**src/rtl/micro_sequencer_pkg.sv**
```systemverilog
// Shared types for the microprogram sequencer: next-address ops,
// fault causes and datapath widths.
package cpu_seq_pkg;

    localparam int UPC_W = 8;
    localparam int OPC_W = 6;

    typedef enum logic [2:0] {
        SEQ_NEXT = 3'd0,
        SEQ_JUMP = 3'd1,
        SEQ_CJMP = 3'd2,
        SEQ_MAP  = 3'd3,
        SEQ_CALL = 3'd4,
        SEQ_RET  = 3'd5,
        SEQ_HOLD = 3'd6
    } seq_op_e;

    typedef enum logic [1:0] {
        FC_OVERFLOW  = 2'd0,
        FC_UNDERFLOW = 2'd1,
        FC_MAP_ERR   = 2'd2,
        FC_ILLEGAL   = 2'd3
    } fault_code_e;

endpackage

```
**src/rtl/micro_sequencer_if.sv**
```systemverilog
// Microword, ROM and status bundle between the sequencer and
// the control store / datapath.
interface micro_sequencer_if #(
    parameter int STACK_DEPTH = 4
);
    import cpu_seq_pkg::*;

    localparam int SD_W = $clog2(STACK_DEPTH + 1);

    logic [OPC_W-1:0] ir_opcode;
    logic [OPC_W-1:0] map_addr;
    logic [UPC_W-1:0] map_data;
    logic             map_error;
    logic [UPC_W-1:0] mp_addr;
    logic [2:0]       seq_op;
    logic [UPC_W-1:0] br_addr;
    logic [1:0]       cond_sel;
    logic             cond_inv;
    logic [3:0]       flags;
    logic             stall;
    logic [SD_W-1:0]  stack_depth;
    logic             seq_fault;
    logic [1:0]       fault_code;

    modport master (
        input  ir_opcode, map_data, map_error, seq_op,
        input  br_addr, cond_sel, cond_inv, flags, stall,
        output map_addr, mp_addr, stack_depth,
        output seq_fault, fault_code
    );

    modport slave (
        output ir_opcode, map_data, map_error, seq_op,
        output br_addr, cond_sel, cond_inv, flags, stall,
        input  map_addr, mp_addr, stack_depth,
        input  seq_fault, fault_code
    );

endinterface

```
**src/rtl/micro_sequencer_stack.sv**
```systemverilog
// Micro-subroutine return LIFO; top of stack is read combinationally
// so RET can load it in the same cycle.
module useq_stack
    import cpu_seq_pkg::*;
#(
    parameter int STACK_DEPTH = 4,
    localparam int DW = $clog2(STACK_DEPTH + 1),
    localparam int AW = (STACK_DEPTH > 1) ? $clog2(STACK_DEPTH) : 1
) (
    input  logic             clock,
    input  logic             reset,
    input  logic             push,
    input  logic             pop,
    input  logic [UPC_W-1:0] din,
    output logic [UPC_W-1:0] dout,
    output logic             full,
    output logic             empty,
    output logic [DW-1:0]    depth
);

    logic [UPC_W-1:0] mem [STACK_DEPTH];
    logic [DW-1:0]    cnt;
    logic [DW-1:0]    cnt_m1;
    logic [AW-1:0]    wr_idx;
    logic [AW-1:0]    rd_idx;

    assign cnt_m1 = cnt - DW'(1);
    assign wr_idx = AW'(cnt);
    assign rd_idx = AW'(cnt_m1);

    assign full  = (cnt == DW'(STACK_DEPTH));
    assign empty = (cnt == '0);
    assign depth = cnt;
    assign dout  = mem[rd_idx];

    always_ff @(posedge clock) begin
        if (reset) begin
            cnt <= '0;
        end else if (push && !full) begin
            mem[wr_idx] <= din;
            cnt         <= cnt + DW'(1);
        end else if (pop && !empty) begin
            cnt <= cnt_m1;
        end
    end

endmodule

```
**src/rtl/micro_sequencer.sv**
```systemverilog
// Micro-PC register and next-address selection for the microprogrammed
// CPU, with call/return LIFO and sticky fault capture.
module micro_sequencer
    import cpu_seq_pkg::*;
#(
    parameter int               STACK_DEPTH = 4,
    parameter logic [UPC_W-1:0] RESET_ADDR  = 8'h00,
    parameter logic [UPC_W-1:0] FAULT_ADDR  = 8'hFF
) (
    input  logic               clock,
    input  logic               reset,
    micro_sequencer_if.master  bus
);

    localparam int DW = $clog2(STACK_DEPTH + 1);

    logic [UPC_W-1:0] upc;
    logic [UPC_W-1:0] upc_inc;
    logic [UPC_W-1:0] upc_nxt;
    logic [UPC_W-1:0] stk_dout;
    logic             stk_full;
    logic             stk_empty;
    logic [DW-1:0]    stk_depth;
    logic             push;
    logic             pop;
    logic             fault;
    logic             cond;
    logic             seq_fault_q;
    fault_code_e      code_q;
    fault_code_e      code_nxt;
    seq_op_e          op;

    assign op       = seq_op_e'(bus.seq_op);
    assign upc_inc  = upc + UPC_W'(1);
    assign cond     = bus.flags[bus.cond_sel] ^ bus.cond_inv;

    always_comb begin
        upc_nxt  = upc_inc;
        push     = 1'b0;
        pop      = 1'b0;
        fault    = 1'b0;
        code_nxt = FC_OVERFLOW;
        unique case (op)
            SEQ_NEXT: upc_nxt = upc_inc;
            SEQ_JUMP: upc_nxt = bus.br_addr;
            SEQ_CJMP: if (cond) upc_nxt = bus.br_addr;
            SEQ_MAP: begin
                if (bus.map_error) begin
                    fault    = 1'b1;
                    code_nxt = FC_MAP_ERR;
                end else begin
                    upc_nxt = bus.map_data;
                end
            end
            SEQ_CALL: begin
                if (stk_full) begin
                    fault    = 1'b1;
                    code_nxt = FC_OVERFLOW;
                end else begin
                    push    = 1'b1;
                    upc_nxt = bus.br_addr;
                end
            end
            SEQ_RET: begin
                if (stk_empty) begin
                    fault    = 1'b1;
                    code_nxt = FC_UNDERFLOW;
                end else begin
                    pop     = 1'b1;
                    upc_nxt = stk_dout;
                end
            end
            SEQ_HOLD: upc_nxt = upc;
            default: begin
                fault    = 1'b1;
                code_nxt = FC_ILLEGAL;
            end
        endcase
        if (fault) upc_nxt = FAULT_ADDR;
    end

    // Stall freezes the stack too, so gate the strobes here.
    useq_stack #(
        .STACK_DEPTH(STACK_DEPTH)
    ) u_stack (
        .clock (clock),
        .reset (reset),
        .push  (push && !bus.stall),
        .pop   (pop && !bus.stall),
        .din   (upc_inc),
        .dout  (stk_dout),
        .full  (stk_full),
        .empty (stk_empty),
        .depth (stk_depth)
    );

    always_ff @(posedge clock) begin
        if (reset) begin
            upc         <= RESET_ADDR;
            seq_fault_q <= 1'b0;
            code_q      <= FC_OVERFLOW;
        end else if (!bus.stall) begin
            upc <= upc_nxt;
            if (fault) begin
                seq_fault_q <= 1'b1;
                if (!seq_fault_q) code_q <= code_nxt;
            end
        end
    end

    assign bus.map_addr    = bus.ir_opcode;
    assign bus.mp_addr     = upc;
    assign bus.stack_depth = stk_depth;
    assign bus.seq_fault   = seq_fault_q;
    assign bus.fault_code  = code_q;

endmodule
```
**src/flat_wrapper.sv**
```systemverilog
// flat-port wrapper written by rule: the top's interface ports become plain ports
module micro_sequencer_flat import cpu_seq_pkg::*;
#(
    parameter int               STACK_DEPTH = 4,
    parameter logic [UPC_W-1:0] RESET_ADDR  = 8'h00,
    parameter logic [UPC_W-1:0] FAULT_ADDR  = 8'hFF
)
  (clock, reset, bus_ir_opcode, bus_map_data, bus_map_error, bus_seq_op, bus_br_addr, bus_cond_sel, bus_cond_inv, bus_flags, bus_stall, bus_map_addr, bus_mp_addr, bus_stack_depth, bus_seq_fault, bus_fault_code);
  micro_sequencer_if #(.STACK_DEPTH(STACK_DEPTH)) bus_i ();
  input  logic clock;
  input  logic reset;
  input wire logic [$bits(bus_i.ir_opcode)-1:0] bus_ir_opcode;
  input wire logic [$bits(bus_i.map_data)-1:0] bus_map_data;
  input wire logic [$bits(bus_i.map_error)-1:0] bus_map_error;
  input wire logic [$bits(bus_i.seq_op)-1:0] bus_seq_op;
  input wire logic [$bits(bus_i.br_addr)-1:0] bus_br_addr;
  input wire logic [$bits(bus_i.cond_sel)-1:0] bus_cond_sel;
  input wire logic [$bits(bus_i.cond_inv)-1:0] bus_cond_inv;
  input wire logic [$bits(bus_i.flags)-1:0] bus_flags;
  input wire logic [$bits(bus_i.stall)-1:0] bus_stall;
  output wire logic [$bits(bus_i.map_addr)-1:0] bus_map_addr;
  output wire logic [$bits(bus_i.mp_addr)-1:0] bus_mp_addr;
  output wire logic [$bits(bus_i.stack_depth)-1:0] bus_stack_depth;
  output wire logic [$bits(bus_i.seq_fault)-1:0] bus_seq_fault;
  output wire logic [$bits(bus_i.fault_code)-1:0] bus_fault_code;
  assign bus_i.ir_opcode = bus_ir_opcode;
  assign bus_i.map_data = bus_map_data;
  assign bus_i.map_error = bus_map_error;
  assign bus_i.seq_op = bus_seq_op;
  assign bus_i.br_addr = bus_br_addr;
  assign bus_i.cond_sel = bus_cond_sel;
  assign bus_i.cond_inv = bus_cond_inv;
  assign bus_i.flags = bus_flags;
  assign bus_i.stall = bus_stall;
  assign bus_map_addr = bus_i.map_addr;
  assign bus_mp_addr = bus_i.mp_addr;
  assign bus_stack_depth = bus_i.stack_depth;
  assign bus_seq_fault = bus_i.seq_fault;
  assign bus_fault_code = bus_i.fault_code;
  micro_sequencer #(.STACK_DEPTH(STACK_DEPTH), .RESET_ADDR(RESET_ADDR), .FAULT_ADDR(FAULT_ADDR)) u_core (.clock(clock), .reset(reset), .bus(bus_i));
endmodule
```
**config.mk**
```make
export PLATFORM = sky130hd
export DESIGN_NAME = micro_sequencer_flat
export DESIGN_NICKNAME = d
export VERILOG_FILES = /design/src/rtl/micro_sequencer_pkg.sv /design/src/rtl/micro_sequencer_if.sv /design/src/rtl/micro_sequencer_stack.sv /design/src/rtl/micro_sequencer.sv /design/src/flat_wrapper.sv
export SDC_FILE = /design/constraint.sdc
export NUM_CORES = 1
export LEC_CHECK = 0
export CAP_MARGIN = 40
export CORE_UTILIZATION = 61
export CTS_CLUSTER_DIAMETER = 80
export DETAILED_ROUTE_END_ITERATION = 7
export DONT_BUFFER_PORTS = 1
export GPL_TIMING_DRIVEN = 1
export PLACE_DENSITY = 0.79
export SETUP_SLACK_MARGIN = 0.1
export SLEW_MARGIN = 40
export SYNTH_ARGS = -nofsm -noshare
export SYNTH_HDL_FRONTEND = slang
export SYNTH_HIERARCHICAL = 1
export SYNTH_SLANG_ARGS = --single-unit
```
**constraint.sdc**
```tcl
create_clock -name clock -period 4.03 [get_ports clock]
set_input_delay 0.403 -clock clock [delete_from_list [all_inputs] [get_ports clock]]
set_output_delay 0.403 -clock clock [all_outputs]
set_load 0.01 [all_outputs]
```
# Word level (Yosys, flattened, before mapping)

Memory sizes are Yosys's and may differ from the RTL's.
Index checks and enable logic that the tools add are counted.

Input bits: 36
Register bits: 14
Memories kept: 1
Logic and storage cells: 59
Output and inout bits: 20
Memory bits (writable): 32

Mux-type cells: 24
Bitwise logic cells: 3
Magnitude comparators: 1
Reductions and logical operators: 15
Eq/ne operators: 8
Add/sub/neg operators: 3

Memory list:

| name               | depth | bits a word | rd ports | clocked after memory_dff | wr ports | RTL line                    | RTL |
|---|---|---|---|---|---|---|---|
| u_core.u_stack.mem | 4     | 8           | 1        | 0                        | 1        | micro_sequencer_stack.sv:21 | `logic [UPC_W-1:0] mem [STACK_DEPTH];` |

Operators by type and width:

| operator            | count |
|---|---|
| $pmux 8 s6          | 1 |
| $mux 8              | 5 |
| $eq 3x3->1 const B  | 4 |
| $mux 1              | 12 |
| $add 8x1->8 const B | 1 |
| $eq 3x2->1 const B  | 2 |
| $logic_not 3->1     | 2 |
| $mux 3              | 2 |
| $pmux 2 s3          | 1 |
| $reduce_or 5->1     | 1 |
| $logic_and 1x1->1   | 4 |
| $pmux 1 s4          | 1 |
| $reduce_and 2->1    | 2 |
| $reduce_or 4->1     | 1 |
| $add 3x1->3 const B | 1 |
| $eq 3x1->1 const B  | 1 |
| $logic_not 1->1     | 3 |
| $lt 2x3->1 const B  | 1 |
| $reduce_and 3->1    | 1 |
| $sub 3x1->3 const B | 1 |
| $bmux 1 s2          | 1 |
| $mux 2              | 1 |
| $ne 2x1->1 const B  | 1 |
| $not 1->1           | 2 |
| 2 further kinds     | 2 |

# Longest topological paths before layout

Depth after elaboration: 8
Depth in mapped cells: 10
Gate-level depth less buffers: 8

# By module

The synthesis kept the hierarchy.

By module, submodules not included:

| module          | cells each | instances | area an instance (um2) |
|---|---|---|---|
| useq_stack      | 75         | 1         | 1433.9 |
| micro_sequencer | 148        | 1         | 1138.6 |

# Least setup slack after synthesis

Ideal clock, no wire load.

Path kind: register to register
Start: reg u_core.u_stack.cnt[0] (netlist: u_core/u_stack/depth[0])
End: mem u_core.u_stack.mem[3][0], enable pin
Setup time: 332 ps
Data arrival time: 2231 ps
Path buffers: 1
Clock period less this slack: 2563 ps
Stages on the path, launching flop included: 10
Slack: 1467 ps
Required time: 3698 ps
Path through: dfxtp_1 > buf_4 > inv_1 > ha_1 > and2_1 > nor2_1 > nor4b_1 > a21bo_2 > nor2_1 > and2_1

Cells in the longest elaborated chain, start to end: 8

Ends and longest elaborated chain:

| item                             | RTL line                    | RTL |
|---|---|---|
| from (decl)                      | micro_sequencer_stack.sv:22 | `logic [DW-1:0] cnt;` |
| from (signal assigned)           | micro_sequencer_stack.sv:41 | `cnt <= cnt + DW'(1);` |
| from (signal assigned)           | micro_sequencer_stack.sv:43 | `cnt <= cnt_m1;` |
| $eq 3x3->1 (*)                   | micro_sequencer_stack.sv:31 | `assign full = (cnt == DW'(STACK_DEPTH));` |
| via u_core.stk_full              | micro_sequencer.sv:21       | `logic stk_full;` |
| $mux 1                           | micro_sequencer.sv:56       | `if (stk_full) begin` |
| $mux 1                           | micro_sequencer.sv:43       | `unique case (op)` |
| $logic_and 1x1->1                | micro_sequencer.sv:88       | `.push (push && !bus.stall),` |
| $logic_and 1x1->1 (*)            | micro_sequencer_stack.sv:39 | `end else if (push && !full) begin` |
| $mux 1 (*)                       | micro_sequencer_stack.sv:39 |  |
| $mux 1 (*)                       | micro_sequencer_stack.sv:37 | `if (reset) begin` |
| $mux 1 (implied by the code) (*) | micro_sequencer_stack.sv:40 | `mem[wr_idx] <= din;` |
| to (decl)                        | micro_sequencer_stack.sv:21 |  |

The timed path passes the listed nets; every way through them passes the cells marked *.

# Worst setup path after layout

Start: reg u_core.u_stack.cnt[0] (netlist: u_core/u_stack/depth[0])
End: mem u_core.u_stack.mem[3][5], enable pin

Same word-level chain as after synthesis.

==> results.toml <==
[outcome]
outcome = "finished clean"

[logic_synthesis]
syn_area_sq_um = 2572
postSynthCellCount = 223
ys_ff_latch = 46
synth_enable_flop_cells = 32
synth_cell_type_count = 52
yosysSeqAreaShare = 0.4825
async_reset_ff_frac = 0
syn_nets = 266
yosys_warnings = 6
synth-main-ff-cell = "edfxtp_1"
synth_area_per_cell_sq_um = 11.54

[worst_setup_path]
required_ns = 3.99
cp-start-kind = "flip-flop"
worstPathArrival_ns = 2.82
cp_max_fo = 14
worstSetupPathType = "flip-flop to flip-flop"
cp-end-kind = "flip-flop"

[sta]
grt_setup_unrepaired = "false"
setup_viol = 0
slew_headroom = 0.5980
finClkSkew_ns = 0.01233
hold_viol = 0
fin_tns_setup_ns = 0
worst_pin_slew_ns = 0.5987
period_share = 0.7087
clock.fmax_mhz = 350.1
slew_viol_final = 0
post-route-min-period_ns = 2.856

[global_routing]
antenna_found_initial = 0
grt.total_usage = 0.2717
overflow = 0
grt_max_degree = 18
grt_pass1_wl_microns = 8493
grt_pass1_vias = 1754

[die]
pin_count = 56
fp.dieH_microns = 66.94
dieArea_sq_um = 4481
fp.dieW_microns = 66.94
initial_core_util = 0.6385
rows = 23
design.core.area_sq_um = 4029

[finish]
nets = 262
design_area_sq_um = 2659
finish.utilization = 0.6599
antennaDiodeCount = 0
drive_gt1_frac = 0.1364
area_delta_synth_final_pct = 3.356

[route]
drc_errors = 0
num_vias = 1877
final_antenna_net_count = 0
wl_microns = 5656
routedWlPerCell_microns = 20.95
viasPerCell = 6.952
dr.pass1.iters = 5
first_iter_violations = 268

[cts]
cts_resized = 0
cts.sinks = 46
cts_tree = "yes"
numCtsBuffers = 5
clockBufferDepth = 2
post_cts_buffers = 0
cts_max_level = 2
ctsRootBufferMaster = "clkbuf_8"
path_clk_slew_ns = 0.09
clkLatencyLatePin_ns = 0.31
cts_hold_buffers = 0

[place]
place.port_buffers = 0
dp_hpwl_microns = 4268
placed_area_sq_um = 2565
gp_congestion = 0.9137

[power_and_ir_drop]
power.density_nw_per_um2 = 353.6
pwr-share-seq = 0.577
pwr-share-comb = 0.114
vdd_drop_max_mv = 0.2176
p_sw_uw = 246.3
switching_share = 0.2620
p_leak_uw = 0.0009370
p_int_uw = 693.8
clkPwrFrac = 0.309

[job]
cap_violations = 0

[hold_path]
hold_path.class = "input port to flip-flop"
==> cell usage after synthesis, types with 4 or more instances <==
library cell	count	area share
a211oi_1	8	0.023
edfxtp_1	32	0.37
o21ai_0	14	0.027
dfxtp_1	14	0.11
and2_1	5	0.012
inv_1	14	0.020
nand2_1	5	0.0073
buf_2	5	0.0097
nor2_1	16	0.023
ha_1	7	0.034
nor3_1	6	0.012
a31oi_1	5	0.012
xor2_1	4	0.014
buf_4	7	0.020
mux4_2	8	0.070
xnor2_1	4	0.014
o21bai_1	5	0.015
a22oi_1	7	0.020
nand3_1	6	0.012
mux2i_1	6	0.023
==> area by class of cell <==
type                       count  area [sq um]
clock buffer                   5         68.82
clock inverter                 3         25.02
fill                         302          1370
inverter                      14         52.55
multi-input combinational    149          1186
sequential                    46          1241
tap                           50         62.56
timing repair buffer           3         22.52
==> path summary, 6_finish.rpt <==
| path | startpoint | end | slack (ns) | cells after the start |
|---|---|---|---|---|
| worst min-delay path | reset | u_core/bus.fault_code[0]$_SDFFE_PP0P_ | 0.16 | 1 |
| worst min register to register | u_core/bus.fault_code[0]$_SDFFE_PP0P_ | u_core/bus.fault_code[0]$_SDFFE_PP0P_ | 0.56 | 2 |
| worst max-delay path | u_core/u_stack/depth[0]$_SDFFE_PP0P_ | u_core/u_stack/mem[3][5]$_DFFE_PP_ | 1.17 | 9 |
| worst max register to register | u_core/u_stack/depth[0]$_SDFFE_PP0P_ | u_core/u_stack/mem[3][5]$_DFFE_PP_ | 1.17 | 9 |
==> sequential cells by signal, summed over array words and instances, names as in the netlist <==
register	count
u_core/bus.fault_code	2
u_core/bus.mp_addr	8
u_core/bus.seq_fault	1
u_core/u_stack/depth	3
u_core/u_stack/mem	32
==> cells by family (layout without fill, tap and decap cells) <==
group	after synthesis	after routing	share of synthesized area
AO/OA/AOI/OAI	63	63	0.1824
AND/OR/NAND/NOR	56	56	0.1197
multiplexers	15	15	0.09776
flip-flops	46	46	0.4825
adder cells (fa/ha/maj)	7	7	0.03405
buffers and inverters	28	25	0.05642
XOR/XNOR	8	8	0.02723
==> critical path, stage by stage (launching register included) <==
cell and delay, ns:
dfxtp_1 0.31, buf_4 0.24, inv_1 0.12, ha_1 0.24, and2_1 0.20, nor2_1 0.10, nor4b_1 0.43, a21bo_2 0.32
nor2_1 0.16, and2_1 0.39
==> power by group through the flow <==
stage	Clock [uW]	Sequential, uW	Combinational (uW)
detailed placement	0	553	104
global route	322	545	116
global placement	0	553	101
finish	290	543	107
CTS	296	543	104
floorplan	0	549	91.7
==> metrics by stage <==
step	worst slack (ns)	std cells	hold slack (ns)	total power [uW]
2_1_floorplan	1.467	223	0.4721	640.9
6_report	1.174	270	0.1612	940.1
4_1_cts	1.152	270	0.1500	942.6
3_5_place_dp	1.149	262	0.4774	657.3
3_3_place_gp	1.401	262	0.4776	653.6
5_1_grt	0.8123	270	0.1382	982.2
==> routing by layer <==
layer  routed length (microns)  GRT usage  up-vias
met3                       684     0.1010       17
met4                        99     0.1197        0
met2                      2716     0.4255      139
met1                      2155     0.3322      889
li1                          -          -      832
met5                         0          0        -
==> layout by cell type (no fill, tap or decap), types with 4 or more instances in the layout <==
master	instances
ha_1	7
clkbuf_8	5
nand2_1	5
o21ai_0	14
inv_1	14
nor3_1	6
nor2_1	16
a211oi_1	8
mux2i_1	6
edfxtp_1	32
mux4_2	8
a22oi_1	7
o21bai_1	5
xor2_1	4
xnor2_1	4
a31oi_1	5
and2_1	5
dfxtp_1	14
nand3_1	6
(Power assumes the default switching activity.)
